## config.mk

```make
export PLATFORM = sky130hd
export DESIGN_NAME = aes_round_tail
export DESIGN_NICKNAME = d
export VERILOG_FILES = /design/src/rtl/aes_pkg.sv /design/src/rtl/mix_column.sv /design/src/rtl/aes_round_tail.sv
export SDC_FILE = /design/constraint.sdc
export NUM_CORES = 1
export LEC_CHECK = 0
export ABC_AREA = 1
export BUFFER_PORTS_ARGS = -buffer_cell sky130_fd_sc_hd__buf_2
export CORE_MARGIN = 1.5
export CORE_UTILIZATION = 55
export CTS_BUF_LIST = sky130_fd_sc_hd__clkbuf_4 sky130_fd_sc_hd__clkbuf_8
export DETAILED_ROUTE_END_ITERATION = 8
export PLACE_DENSITY = 0.86
export SYNTH_ARGS = -nofsm -noshare
export SYNTH_HDL_FRONTEND = slang
export SYNTH_SLANG_ARGS = --single-unit
```

## constraint.sdc

```tcl
create_clock -name clk -period 1.4 [get_ports clk]
set_input_delay 0.28 -clock clk [delete_from_list [all_inputs] [get_ports clk]]
set_output_delay 0.28 -clock clk [all_outputs]
set_load 0.01 [all_outputs]
```

## src/rtl/aes_pkg.sv

```systemverilog
// aes_pkg: shared AES-128 widths, GF(2^8) xtime and byte-position helper
package aes_pkg;
  localparam int STATE_W = 128;
  localparam logic [7:0] AES_POLY = 8'h1B;
  function automatic logic [7:0] xtime(input logic [7:0] b);
    return {b[6:0], 1'b0} ^ (b[7] ? AES_POLY : 8'h00);
  endfunction
  function automatic int byte_lsb(input int row, input int col);
    return STATE_W - 8 - 8 * (4 * col + row);
  endfunction
endpackage

```

## src/rtl/mix_column.sv

```systemverilog
// mix_column: combinational AES MixColumns on one 32-bit column, row 0 in the top byte
module mix_column
  import aes_pkg::*;
(
  input  logic [31:0] i_col,
  output logic [31:0] o_col
);
  logic [7:0] w_s [4];
  for (genvar r = 0; r < 4; r++) begin : g_row
    assign w_s[r] = i_col[31-8*r -: 8];
    assign o_col[31-8*r -: 8] = xtime(w_s[r]) ^ xtime(w_s[(r+1)%4]) ^ w_s[(r+1)%4]
                              ^ w_s[(r+2)%4] ^ w_s[(r+3)%4];
  end
endmodule

```

## src/rtl/aes_round_tail.sv

```systemverilog
// aes_round_tail: ShiftRows/MixColumns/AddRoundKey into a valid/ready output register; AES_ROUND_TAIL_SKID_EN adds a skid register and registered in_ready
module aes_round_tail
  import aes_pkg::*;
(
  input  logic               clk,
  input  logic               rst_n,
  input  logic               in_valid,
  output logic               in_ready,
  input  logic [STATE_W-1:0] in_state,
  input  logic [STATE_W-1:0] in_key,
  input  logic               in_last,
  output logic               out_valid,
  input  logic               out_ready,
  output logic [STATE_W-1:0] out_state,
  output logic               out_last
);
  logic [STATE_W-1:0] w_sr, w_mc, w_res;
  logic               w_acc;
  logic               r_out_valid, r_out_last;
  logic [STATE_W-1:0] r_out_state;
  for (genvar c = 0; c < 4; c++) begin : g_col
    for (genvar r = 0; r < 4; r++) begin : g_row
      assign w_sr[byte_lsb(r, c) +: 8] = in_state[byte_lsb(r, (c + r) % 4) +: 8];
    end
    mix_column u_mix (
      .i_col(w_sr[byte_lsb(3, c) +: 32]),
      .o_col(w_mc[byte_lsb(3, c) +: 32])
    );
  end
  assign w_res     = (in_last ? w_sr : w_mc) ^ in_key;
  assign w_acc     = in_valid && in_ready;
  assign out_valid = r_out_valid;
  assign out_state = r_out_state;
  assign out_last  = r_out_last;
`ifdef AES_ROUND_TAIL_SKID_EN
  logic               r_skid_valid, r_skid_last;
  logic [STATE_W-1:0] r_skid_state;
  logic               w_load;
  assign in_ready = !r_skid_valid;
  assign w_load   = !r_out_valid || out_ready;
  // A full skid blocks the input, so w_acc and a skid hand-over never coincide.
  always_ff @(posedge clk or negedge rst_n) begin
    if (!rst_n) begin
      r_out_valid  <= 1'b0;
      r_out_state  <= '0;
      r_out_last   <= 1'b0;
      r_skid_valid <= 1'b0;
      r_skid_state <= '0;
      r_skid_last  <= 1'b0;
    end else if (w_load) begin
      r_out_valid  <= r_skid_valid || w_acc;
      r_skid_valid <= 1'b0;
      if (r_skid_valid) begin
        r_out_state <= r_skid_state;
        r_out_last  <= r_skid_last;
      end else if (w_acc) begin
        r_out_state <= w_res;
        r_out_last  <= in_last;
      end
    end else if (w_acc) begin
      r_skid_valid <= 1'b1;
      r_skid_state <= w_res;
      r_skid_last  <= in_last;
    end
  end
`else
  assign in_ready = !r_out_valid || out_ready;
  always_ff @(posedge clk or negedge rst_n) begin
    if (!rst_n) begin
      r_out_valid <= 1'b0;
      r_out_state <= '0;
      r_out_last  <= 1'b0;
    end else if (w_acc) begin
      r_out_valid <= 1'b1;
      r_out_state <= w_res;
      r_out_last  <= in_last;
    end else if (out_ready) begin
      r_out_valid <= 1'b0;
    end
  end
`endif
endmodule

```

==> metrics.md <==
| Metric | Value |
|---|---|
| Status | `finished with violations` |
| Failing checks | `negative setup slack` |
| Detailed-route vias per instance | `5.18` |
| Largest stage delay on the critical path | `0.40 ns` |
| Vias | `16,697` |
| Core footprint | `0.0253 mm²` |
| Worst path top cell family by delay | `flip-flops` |
| Die extent in y | `164 µm` |
| Sequential area share after synthesis | `22.9%` |
| Synth unique cells | `28` |
| Logic pwr share | `46.6%` |
| Non-Filler Instances | `3,223` |
| Port buffer count | `391` |
| Residual DRC | `0` |
| Clock share of power | `22.8%` |
| CTS clock-pin slew for the worst setup and hold paths | `0.11 ns` |
| Tot GR Track Use | `34.0%` |
| DRT Pass-1 Iters | `5` |
| Rel. slew slack | `68.8%` |
| Initial Utilization | `56.4%` |
| Slowest CP cell | `dfrtp_1` |
| Pleak | `11.1 nW` |
| Worst setup SP type | `flop` |
| Final net count | `3,131` |
| Area growth syn-to-layout | `28.6%` |
| Commonest cells after routing, fill and taps aside | `1,064 x nand2_1, 388 x buf_2, 353 x nand3_1, 283 x inv_1, 187 x buf_4` |
| 1st-iter DRT viols | `1,295` |
| CTS tree | `yes` |
| Worst-margin pin slew | `0.465 ns` |
| Clock Skews | `0.0211 ns` |
| Dpl cells | `3,177` |
| Final period util | `102%` |
| Routability cong. | `0.927` |
| Final wirelength | `46.5 mm` |
| Routed Antenna Nets | `0` |
| Final setup margin | `-0.0221 ns` |
| Most common cell after layout, fill and taps aside | `nand2_1` |
| Vias in the first global route | `16,037` |
| Clock buffer depth | `2` |
| Cell mode on critical path | `buf_6` |
| Simple-Gate Fraction of Synth Area | `46.1%` |
| Crit path buf inv count | `2` |
| IO Pins | `392` |
| CTS Buf Count | `17` |
| Min-delay worst type | `in -> reg` |
| CTS H-tree lvls | `4` |
| Post-Synth Adder-Cell Area | `0%` |
| Global-route wire length before repair | `73.9 mm` |
| Post-Synthesis Mean Instance Area | `6.03 µm²` |
| RSZ-0062 raised after global routing | `true` |
| Final HPWL DP | `35.6 mm` |
| Clk sink count | `130` |
| Net Sw Power | `6.56 mW` |
| Remaining Overflow, GRT | `0` |
| Crit path DAT | `1.14 ns` |
| CP cell instances | `nand2_2 > buf_6 > buf_6` |
| Worst R2R Setup Slack | `0.07 ns` |
| Setup Crit Path Kind | `reg -> out` |
| Die ar. | `0.0269 mm²` |
| Mux cell area share after synthesis | `0%` |
| Synth Warn # | `0` |
| Share of cells above drive strength 1 | `23.2%` |
| Switching part of the total power | `41.1%` |
| Initial antenna violation count | `17` |
| Final setup fails | `1` |
| Standard-cell rows | `58` |
| CTS root buf | `clkbuf_8` |
| Largest net degree at the start of global routing | `68` |
| Clock latency on the worst-skew pair | `0.45 ns` |
| Max-cap violation count | `0` |
| Final Hold Fails | `0` |
| Period minus WS final | `1.42 ns` |
| Synth Area in XOR/XNOR | `18.9%` |
| Mapped cell area | `0.0142 mm²` |
| VDD IR max | `0.000556 V` |
| Register bit total from synthesis | `130` |
| Power Dens Cells | `871 mW/mm²` |
| CP max FO | `2` |
| Fmax | `703 MHz` |
| Total power | `16.0 mW` |
| Seq pwr share | `30.5%` |
| Max Slew Vio Count | `0` |
| Compound-gate portion of the synthesized area | `0.378%` |
| Die X | `164 µm` |
| Required time of the worst setup path | `1.12 ns` |
| Synthesized instance count | `2,360` |
| CP Capture Type | `output pin` |
| Routed wire length per instance | `14.4 µm` |
| Pint | `9.39 mW` |
| Largest family of logic cells by synthesized area | `simple AND/OR/NAND/NOR gates` |
| Synth Net Count | `2,621` |
[what timing repair did]
| action | CTS | global route |
|---|---|---|
| hold buffers | 1 | 0 |
| setup buffers | 1 | 0 |
| setup endpoints to repair | 1 | 41 |
| resized for setup | 4 | 5 |
| pin swaps | 1 | 0 |
| gates cloned | 0 | 2 |
| endpoints found under the hold margin | 54 | 0 |
[cell usage after synthesis]
| master | n | area [µm²] |
|---|---|---|
| clkbuf_1 | 26 | 97.6 |
| nand2_2 | 8 | 50.1 |
| clkinv_2 | 1 | 5.00 |
| xor2_2 | 2 | 32.5 |
| xnor2_4 | 4 | 110 |
| nand2b_1 | 6 | 37.5 |
| dfrtp_1 | 130 | 3250 |
| nand3b_1 | 74 | 556 |
| buf_4 | 15 | 113 |
| buf_1 | 4 | 15.0 |
| xnor2_2 | 11 | 179 |
| o21ai_0 | 5 | 25.0 |
| inv_1 | 284 | 1070 |
| inv_4 | 2 | 12.5 |
| o211ai_1 | 1 | 7.51 |
| nand2_1 | 1066 | 4000 |
| nand3_1 | 353 | 1770 |
| nor2_1 | 10 | 37.5 |
| xnor2_1 | 101 | 885 |
| a21o_1 | 2 | 15.0 |
| a31oi_1 | 1 | 6.26 |
| clkbuf_2 | 8 | 40.0 |
| or2_1 | 13 | 81.3 |
| buf_6 | 6 | 67.6 |
| or2_2 | 6 | 37.5 |
| buf_2 | 46 | 230 |
| xor2_1 | 170 | 1490 |
| inv_2 | 5 | 18.8 |
[through the flow]
| stage | hold WS [ns] | util (%) | instance area, µm² | worst slack [ns] | TNS [ns] |
|---|---|---|---|---|---|
| 4_1_cts | 0.0459 | 72.1 | 18200 | -0.0429 | -0.0429 |
| 3_3_place_gp | 0.176 | 70.3 | 17800 | -0.200 | -6.40 |
| 6_report | 0.0680 | 72.5 | 18300 | -0.0221 | -0.0221 |
| 5_1_grt | 0.0616 | 72.5 | 18300 | -0.0946 | -0.107 |
| 3_5_place_dp | 0.178 | 70.3 | 17800 | -0.278 | -11.59 |
| 2_1_floorplan | -0.0156 | - | 14200 | 0.0180 | 0 |
[layer usage]
layer	vias up	track usage (%)	wire length (µm)
met5	-	0	47
met4	10	17.9	2270
met3	164	7.05	3770
met2	738	59.4	22300
met1	7573	38.8	18100
li1	8212	-	-
[layout make-up]
type                            instances  area [µm²]
Fill cell                            2066        6950
Inverter                              292        1110
Tap cell                              330         413
Clock buffer                           19         255
Timing Repair Buffer                  596        3760
Clock inverter                         12         159
Antenna cell                           11        27.5
Multi-Input combinational cell       1833        9330
Sequential cell                       130        3250
[worst paths after layout]
check                               start        endpoint  cells after the start
hold reg to reg            out_state[104]  out_state[104]                      2
max in group asynchronous           rst_n  out_state[118]                      3
setup / recovery                out_valid        in_ready                      3
min in group asynchronous           rst_n   out_state[93]                      2
hold / removal                 in_key[95]   out_state[95]                      4
setup reg to reg                out_valid   out_state[64]                      7
[kinds of logic after synthesis]
logic type	Yosys count
buffers and inverters	397
xor gates and xnor gates	288
DFF	130
AOI/OAI and AO/OA	9
and+or+nand+nor	1536
[power by group through the flow]
stage | Combinational [mW] | Clock (mW) | Sequential (mW)
4_1_cts | 7.35 | 3.67 | 4.86
6_report | 7.44 | 3.64 | 4.87
2_1_floorplan | 4.12 | 0 | 5.22
3_3_place_gp | 7.04 | 0 | 4.90
3_5_place_dp | 7.31 | 0 | 4.90
5_1_grt | 8.31 | 3.80 | 4.94
[registers in the layout, indices dropped and copies added (netlist names)]
signal     flops
out_last       1
out_state    128
out_valid      1
[worst register-to-register path, stage by stage, from the launching register on]
cell and delay (ns):
dfrtp_1 0.40, nand2_2 0.08, buf_4 0.12, nand2_4 0.08, inv_8 0.15, buf_16 0.20, nand3_1 0.16, nand2_1 0.08
(Power assumes the default switching activity.)
